File: src/rtl/hb_prio_task_queue_pkg.sv
// hb_tq_pkg: shared widths, pop-select result type and priority encoder for the task queue
package hb_tq_pkg;
    function automatic int w1(input int n);
        return (n > 1) ? $clog2(n) : 1;
    endfunction
    localparam int DEPTH_D     = 16;
    localparam int NUM_PRIO_D  = 4;
    localparam int PTR_W       = w1(DEPTH_D);
    localparam int CNT_W       = w1(DEPTH_D + 1);
    localparam int PRIO_W      = w1(NUM_PRIO_D);
    localparam int MAX_CLASSES = 32;
    localparam int SEL_W       = 5;
    typedef struct packed {
        logic             valid;
        logic [SEL_W-1:0] prio;
    } sel_t;
    // Scanning from the top down lets the lowest set index win.
    function automatic sel_t lowest_set(input logic [MAX_CLASSES-1:0] m);
        sel_t s;
        s = '0;
        for (int i = MAX_CLASSES - 1; i >= 0; i--)
            if (m[i]) begin
                s.valid = 1'b1;
                s.prio  = SEL_W'(i);
            end
        return s;
    endfunction
endpackage

File: src/rtl/hb_prio_task_queue_if.sv
// hb_tq_if: push/pop/flush/status bundle of the priority task queue
//   master: host/worker side (drives push_*, data_in, pop_req, flush)
//   slave:  queue side (drives push_ready, full, almost_full, valid_out, data_out, prio_out, total_count)
interface hb_tq_if #(
    parameter int DEPTH    = 16,
    parameter int WIDTH    = 32,
    parameter int NUM_PRIO = 4
);
    localparam int PW = hb_tq_pkg::w1(NUM_PRIO);
    localparam int TW = $clog2(NUM_PRIO * DEPTH + 1);
    logic                push_req;
    logic [PW-1:0]       push_prio;
    logic [WIDTH-1:0]    data_in;
    logic                push_ready;
    logic [NUM_PRIO-1:0] full;
    logic [NUM_PRIO-1:0] almost_full;
    logic                valid_out;
    logic [WIDTH-1:0]    data_out;
    logic [PW-1:0]       prio_out;
    logic                pop_req;
    logic                flush;
    logic [TW-1:0]       total_count;
    modport master (
        output push_req, push_prio, data_in, pop_req, flush,
        input  push_ready, full, almost_full, valid_out, data_out, prio_out, total_count
    );
    modport slave (
        input  push_req, push_prio, data_in, pop_req, flush,
        output push_ready, full, almost_full, valid_out, data_out, prio_out, total_count
    );
endinterface

File: src/rtl/hb_prio_task_queue_ring.sv
// hb_tq_ring: one priority class as a first-word-fall-through ring FIFO
//   in:  clk, reset, flush, push (already qualified by !full), pop (already qualified), data_in
//   out: full, almost_full, empty, head_data, count
module hb_tq_ring #(
    parameter int DEPTH     = 16,
    parameter int WIDTH     = 32,
    parameter int AF_THRESH = 12
) (
    input  logic                           clk,
    input  logic                           reset,
    input  logic                           flush,
    input  logic                           push,
    input  logic                           pop,
    input  logic [WIDTH-1:0]               data_in,
    output logic                           full,
    output logic                           almost_full,
    output logic                           empty,
    output logic [WIDTH-1:0]               head_data,
    output logic [$clog2(DEPTH + 1)-1:0]   count
);
    localparam int PW = $clog2(DEPTH);
    localparam int CW = $clog2(DEPTH + 1);
    logic [WIDTH-1:0] mem [DEPTH];
    logic [PW-1:0]    head, tail;
    always_ff @(posedge clk) begin
        if (reset || flush) begin
            head  <= '0;
            tail  <= '0;
            count <= '0;
        end else begin
            if (push) tail <= tail + 1'b1;
            if (pop)  head <= head + 1'b1;
            count <= count + CW'(push) - CW'(pop);
        end
    end
    // Storage is never cleared; stale entries are unreachable once the pointers reset.
    always_ff @(posedge clk) begin
        if (push && !reset && !flush) mem[tail] <= data_in;
    end
    assign full        = count == CW'(DEPTH);
    assign almost_full = count >= CW'(AF_THRESH);
    assign empty       = count == '0;
    assign head_data   = mem[head];
endmodule

File: src/rtl/hb_prio_task_queue.sv
// hb_prio_task_queue: NUM_PRIO ring FIFOs behind one strict-priority pop port with starvation guard
//   clk, reset: clock and synchronous active-high reset
//   bus (hb_tq_if.slave): push/pop handshake, flush, per-class full/almost_full, total_count
module hb_prio_task_queue
    import hb_tq_pkg::*;
#(
    parameter int DEPTH        = 16,
    parameter int WIDTH        = 32,
    parameter int NUM_PRIO     = 4,
    parameter int AF_THRESH    = 12,
    parameter int STARVE_LIMIT = 8
) (
    input logic   clk,
    input logic   reset,
    hb_tq_if.slave bus
);
    localparam int PW = w1(NUM_PRIO);
    localparam int CW = $clog2(DEPTH + 1);
    localparam int SW = w1(STARVE_LIMIT + 1);
    localparam int TW = $clog2(NUM_PRIO * DEPTH + 1);
    logic [NUM_PRIO-1:0]    full_v, af_v, empty_v, push_v, pop_v;
    logic [WIDTH-1:0]       head_v [NUM_PRIO];
    logic [CW-1:0]          cnt_v  [NUM_PRIO];
    logic [SW-1:0]          starve [NUM_PRIO];
    logic [MAX_CLASSES-1:0] ne_m, st_m;
    logic [TW-1:0]          total;
    logic [PW-1:0]          sel_prio;
    logic                   push_ok, pop_ok;
    sel_t                   sel;
    // A starved, non-empty class pre-empts the plain strict-priority choice.
    always_comb begin
        ne_m = '0;
        st_m = '0;
        for (int i = 0; i < NUM_PRIO; i++) begin
            ne_m[i] = !empty_v[i];
            st_m[i] = (STARVE_LIMIT != 0) && !empty_v[i] && (starve[i] >= SW'(STARVE_LIMIT));
        end
        sel = |st_m ? lowest_set(st_m) : lowest_set(ne_m);
    end
    assign sel_prio        = sel.prio[PW-1:0];
    assign bus.push_ready  = (int'(bus.push_prio) < NUM_PRIO) && !full_v[bus.push_prio];
    assign push_ok         = bus.push_req && bus.push_ready;
    assign pop_ok          = bus.pop_req && sel.valid;
    assign bus.valid_out   = sel.valid;
    assign bus.prio_out    = sel_prio;
    assign bus.data_out    = head_v[sel_prio];
    assign bus.full        = full_v;
    assign bus.almost_full = af_v;
    assign bus.total_count = total;
    for (genvar g = 0; g < NUM_PRIO; g++) begin : g_ring
        assign push_v[g] = push_ok && (bus.push_prio == PW'(g));
        assign pop_v[g]  = pop_ok && (sel_prio == PW'(g));
        hb_tq_ring #(.DEPTH(DEPTH), .WIDTH(WIDTH), .AF_THRESH(AF_THRESH)) u_ring (
            .clk(clk), .reset(reset), .flush(bus.flush), .push(push_v[g]), .pop(pop_v[g]),
            .data_in(bus.data_in), .full(full_v[g]), .almost_full(af_v[g]), .empty(empty_v[g]),
            .head_data(head_v[g]), .count(cnt_v[g])
        );
    end
    // Only the served class can drain, so clearing it also covers "becomes empty".
    always_ff @(posedge clk) begin
        if (reset || bus.flush) begin
            total <= '0;
            for (int i = 0; i < NUM_PRIO; i++) starve[i] <= '0;
        end else begin
            total <= total + TW'(push_ok) - TW'(pop_ok);
            if (pop_ok)
                for (int i = 0; i < NUM_PRIO; i++)
                    starve[i] <= (i == int'(sel_prio)) ? '0 :
                                 (i > int'(sel_prio) && !empty_v[i] && starve[i] != SW'(STARVE_LIMIT)) ?
                                 starve[i] + 1'b1 : starve[i];
        end
    end
endmodule

File: src/flat_wrapper.sv
// flat-port wrapper written by rule: the top's interface ports become plain ports
module hb_prio_task_queue_flat import hb_tq_pkg::*;
#(
    parameter int DEPTH        = 16,
    parameter int WIDTH        = 32,
    parameter int NUM_PRIO     = 4,
    parameter int AF_THRESH    = 12,
    parameter int STARVE_LIMIT = 8
)
  (clk, reset, bus_push_req, bus_push_prio, bus_data_in, bus_pop_req, bus_flush, bus_push_ready, bus_full, bus_almost_full, bus_valid_out, bus_data_out, bus_prio_out, bus_total_count);
  hb_tq_if #(.DEPTH(DEPTH), .WIDTH(WIDTH), .NUM_PRIO(NUM_PRIO)) bus_i ();
  input logic clk;
  input logic reset;
  input wire logic [$bits(bus_i.push_req)-1:0] bus_push_req;
  input wire logic [$bits(bus_i.push_prio)-1:0] bus_push_prio;
  input wire logic [$bits(bus_i.data_in)-1:0] bus_data_in;
  input wire logic [$bits(bus_i.pop_req)-1:0] bus_pop_req;
  input wire logic [$bits(bus_i.flush)-1:0] bus_flush;
  output wire logic [$bits(bus_i.push_ready)-1:0] bus_push_ready;
  output wire logic [$bits(bus_i.full)-1:0] bus_full;
  output wire logic [$bits(bus_i.almost_full)-1:0] bus_almost_full;
  output wire logic [$bits(bus_i.valid_out)-1:0] bus_valid_out;
  output wire logic [$bits(bus_i.data_out)-1:0] bus_data_out;
  output wire logic [$bits(bus_i.prio_out)-1:0] bus_prio_out;
  output wire logic [$bits(bus_i.total_count)-1:0] bus_total_count;
  assign bus_i.push_req = bus_push_req;
  assign bus_i.push_prio = bus_push_prio;
  assign bus_i.data_in = bus_data_in;
  assign bus_i.pop_req = bus_pop_req;
  assign bus_i.flush = bus_flush;
  assign bus_push_ready = bus_i.push_ready;
  assign bus_full = bus_i.full;
  assign bus_almost_full = bus_i.almost_full;
  assign bus_valid_out = bus_i.valid_out;
  assign bus_data_out = bus_i.data_out;
  assign bus_prio_out = bus_i.prio_out;
  assign bus_total_count = bus_i.total_count;
  hb_prio_task_queue #(.DEPTH(DEPTH), .WIDTH(WIDTH), .NUM_PRIO(NUM_PRIO), .AF_THRESH(AF_THRESH), .STARVE_LIMIT(STARVE_LIMIT)) u_core (.clk(clk), .reset(reset), .bus(bus_i));
endmodule
File: config.mk
export PLATFORM = sky130hd
export DESIGN_NAME = hb_prio_task_queue_flat
export DESIGN_NICKNAME = d
export VERILOG_FILES = /design/src/rtl/hb_prio_task_queue_pkg.sv /design/src/rtl/hb_prio_task_queue_if.sv /design/src/rtl/hb_prio_task_queue_ring.sv /design/src/rtl/hb_prio_task_queue.sv /design/src/flat_wrapper.sv
export SDC_FILE = /design/constraint.sdc
export NUM_CORES = 2
export LEC_CHECK = 0
export CORE_UTILIZATION = 55
export DETAILED_ROUTE_END_ITERATION = 10
export DONT_BUFFER_PORTS = 1
export PLACE_DENSITY = 0.73
export SYNTH_ARGS = -nofsm -noshare
export SYNTH_HDL_FRONTEND = slang
export SYNTH_SLANG_ARGS = --single-unit
File: constraint.sdc
create_clock -name clk -period 4.8 [get_ports clk]
set_clock_uncertainty 0.05 [all_clocks]
set_input_delay 0.48 -clock clk [delete_from_list [all_inputs] [get_ports clk]]
set_output_delay 0.48 -clock clk [all_outputs]
set_load 0.02 [all_outputs]
==> metrics.cfg <==
[sta]
rsz0062_at_grt=no
setup_viol=0
final.min_clock_period_ns=4.757
max_freq_mhz=210.2
slew_headroom_pct=26.22
postLayoutSetupSlackWorst_ns=0.04279
hold_viol_final=0
worst_pin_slew_ns=1.107
period_share_pct=99.11
fin_hold_ws_ns=0.04777
slew_violations=0

[synth]
synthSimpleGateAreaFrac_pct=2.051
muxShareOfSynthArea_pct=14.11
synth_ff_type=edfxtp_1
syn_avg_cell_area_um2=21.26
syn-num-nets=3973
yosysSeqAreaShare_pct=77.11
synth_cell_type_count=55
synth_top_family_by_area=multiplexers
syn_area_um2=82170
netlist_instances=3866
synth_edf_count=2060
ys_async_sr_fraction_pct=0
synth_compound_area_share_pct=3.851
synth_xor_area_share_pct=0.3944
synth_warnings=0
ys_ff_latch=2135
synthAdderAreaFrac_pct=1.081

[setup_path]
worstPathRequired_ns=4.27
cpMostUsedCell=a21oi_1
crit_path_max_incr_delay_ns=0.52
end_kind=output pin
worstSetupStartpointType=flop
crit_type=flop to output pin
crit_arrival_ns=4.23
slowest_stage=a21oi_1
path_cells=inv_1 > ha_1 > or4b_4 > and2_4 > o22a_4 > buf_12 > a21oi_1 > nor2_1 > a21oi_1 > buf_4
worst-path-max-fanout=69

[clock_network]
htree_num_levels=4
path_clk_slew_ns=0.06
clockRootBuffer=clkbuf_16
tritoncts=yes
cts_buffers=200
cts_buffer_depth=3
cts_sinks=2135
postCtsSetupBuffers=0
clk_latency_ns=0.87

[grt]
grt_usage_pct=27.80
grt_pass1_wl_um=296700
grt_overflow=0
grt_pass1_vias=41388
antenna_found_initial=10
grt_max_degree=70

[routing]
wl_per_cell_um=33.30
drtPass1Iterations=8
dr_total_vias=41558
viasPerCell=6.644
drc=0
wl_um=208300
drt-initial-drc-count=6359
ant_nets=0

[power]
peakVddDrop_uv=808.8
p_leak_nw=29.08
power_density_nw_per_um2=489.8
total_power_w=0.04601

[worst_hold_path]
hold_path.class=primary input to flop

[die]
initial_core_util_pct=55.52
io_pins=90
fp.coreArea_um2=148000
die_x_um=388.5
die_y_um=388.5
rows=141
die-area_um2=151000

[placed_design]
place_ws_ns=0.5286
placed_area_um2=85970
dpl.hpwl_um=118900
port-buffer-count=0
gp_congestion=0.8897

[finish]
synthToLayoutAreaGrowth_pct=14.30
post-route-util_pct=63.45
drive_gt1_share_pct=27.33
stdcell_area_um2=93920
num-nets-final=4255

[run]
cap_violations=0

[run_status]
status=complete, no violations

[worst max-delay path, delay by kind of cell, from the launching register on]
family / cells / cell delay [ns]
flops: 1 / 0.34
simple gates: 3 / 0.90
buf+inv: 3 / 0.52
fa+ha+maj: 1 / 0.19
compound gates: 3 / 1.29
[final timing paths]
path | from | to | slack [ns] | cells past startpoint
setup / recovery | u_core.g_ring[1].u_ring.count[2] | bus_data_out[15] | 0.04 | 10
hold / removal | bus_push_prio[1] | u_core.g_ring[2].u_ring.tail[0] | 0.05 | 5
setup reg to reg | u_core.g_ring[3].u_ring.count[2] | u_core.g_ring[3].u_ring.count[4] | 0.90 | 17
hold reg to reg | u_core.g_ring[0].u_ring.head[1] | flop | 0.45 | 2
[state kept, by name, summed over array words and instances, names as in the netlist, named ones only]
signal and cells:
u_core.g_ring.u_ring.count 20, u_core.starve 12, u_core.bus.total_count 7, u_core.g_ring.u_ring.mem 2048, u_core.g_ring.u_ring.tail 16, u_core.g_ring.u_ring.head 16
[cell type report]
cell class                 instances  area (µm²)
multi-input combinational       1450       18160
clock buffer                     254        5290
fill                            9531       54090
tap                             1930        2415
clock inverter                   121        1249
timing repair buffer             295        3152
inverter                          66       252.7
sequential                      2135       63390
antenna                            4       10.01
[placed cells by master (no fill, tap or decap), types with 9 or more instances in the layout]
master	netlist	final
clkbuf_16	0	202
xor2_1	17	17
xnor2_1	20	20
and2_1	29	13
nor2b_1	17	11
inv_1	64	64
o21ai_0	17	17
nor3_1	46	38
mux4_2	513	513
bufinv_16	0	16
clkinv_1	0	43
clkinv_2	0	40
a22oi_1	253	241
buf_16	0	33
nor2_1	144	104
a22oi_2	1	13
dfxtp_1	75	65
nand3_1	22	22
nand2_1	38	37
nor2_4	0	32
buf_12	0	14
buf_4	9	208
clkbuf_1	118	48
clkinv_16	0	9
ha_1	63	63
dlygate4sd3_1	0	39
a21oi_1	183	177
edfxtp_1	2060	2060
and2_2	0	16
[cells in the mapped netlist (3+ instances only)]
cell type	n	area, µm²
nand2b_1	6	37.54
nor4_1	9	56.30
xor2_1	17	148.9
clkbuf_1	118	442.9
buf_1	33	123.9
fa_1	5	100.1
nor3b_1	3	22.52
o21ai_1	3	15.01
edfxtp_1	2060	61860
ha_1	63	788.3
o211ai_1	3	22.52
a21o_1	6	45.04
nand4_1	5	31.28
a21oi_1	183	915.9
and2_1	29	181.4
nor3_1	46	230.2
a221o_1	4	40.04
nor2b_1	17	106.4
xnor2_1	20	175.2
or3_1	3	18.77
dfxtp_1	75	1501
nand3_1	22	110.1
o21ai_0	17	85.08
nor2_1	144	540.5
mux4_2	513	11550
a31o_2	5	43.79
buf_4	9	67.56
buf_2	55	275.3
a22oi_1	253	1899
inv_1	64	240.2
and3_1	5	31.28
nand2_1	38	142.6
mux2i_1	4	40.04
[stage by stage]
stage	TNS (ns)	std cells
2_1_floorplan	-78.53	3866
3_3_place_gp	0	5805
3_5_place_dp	0	5805
4_1_cts	0	6251
5_1_grt	0	6251
6_report	0	6255
[repair_timing]
item | 4_1_cts | 5_1_grt
hold buffers | 71 | 0
hold endpoints to repair | 2069 | 0
setup endpoints to repair | 22 | 19
gates resized for setup | 13 | 17
[logic make-up after synthesis]
kind of cell | after synthesis
compound gates | 485
fa+ha+maj | 68
buf+inv | 281
flops | 2135
simple gates | 343
mux | 517
xor+xnor | 37
[power by group]
part | switching (W) | total, W | internal (W)
clock network | 0.00697 | 0.0157 | 0.00873
registers | 0.000224 | 0.0208 | 0.0205
logic | 0.00628 | 0.00954 | 0.00326
total | 0.0135 | 0.0460 | 0.0325
[layer usage]
metal / global-route usage (%) / vias up / part of all wire [%]
met3: 6.562 / 353 / 11
met1: 38.93 / 21766 / 37
met5: 0 / - / 0.013
li1: - / 16726 / -
met2: 43.23 / 2709 / 48
met4: 9.910 / 4 / 3.8
No activity file was read; power rests on OpenSTA's default activity.
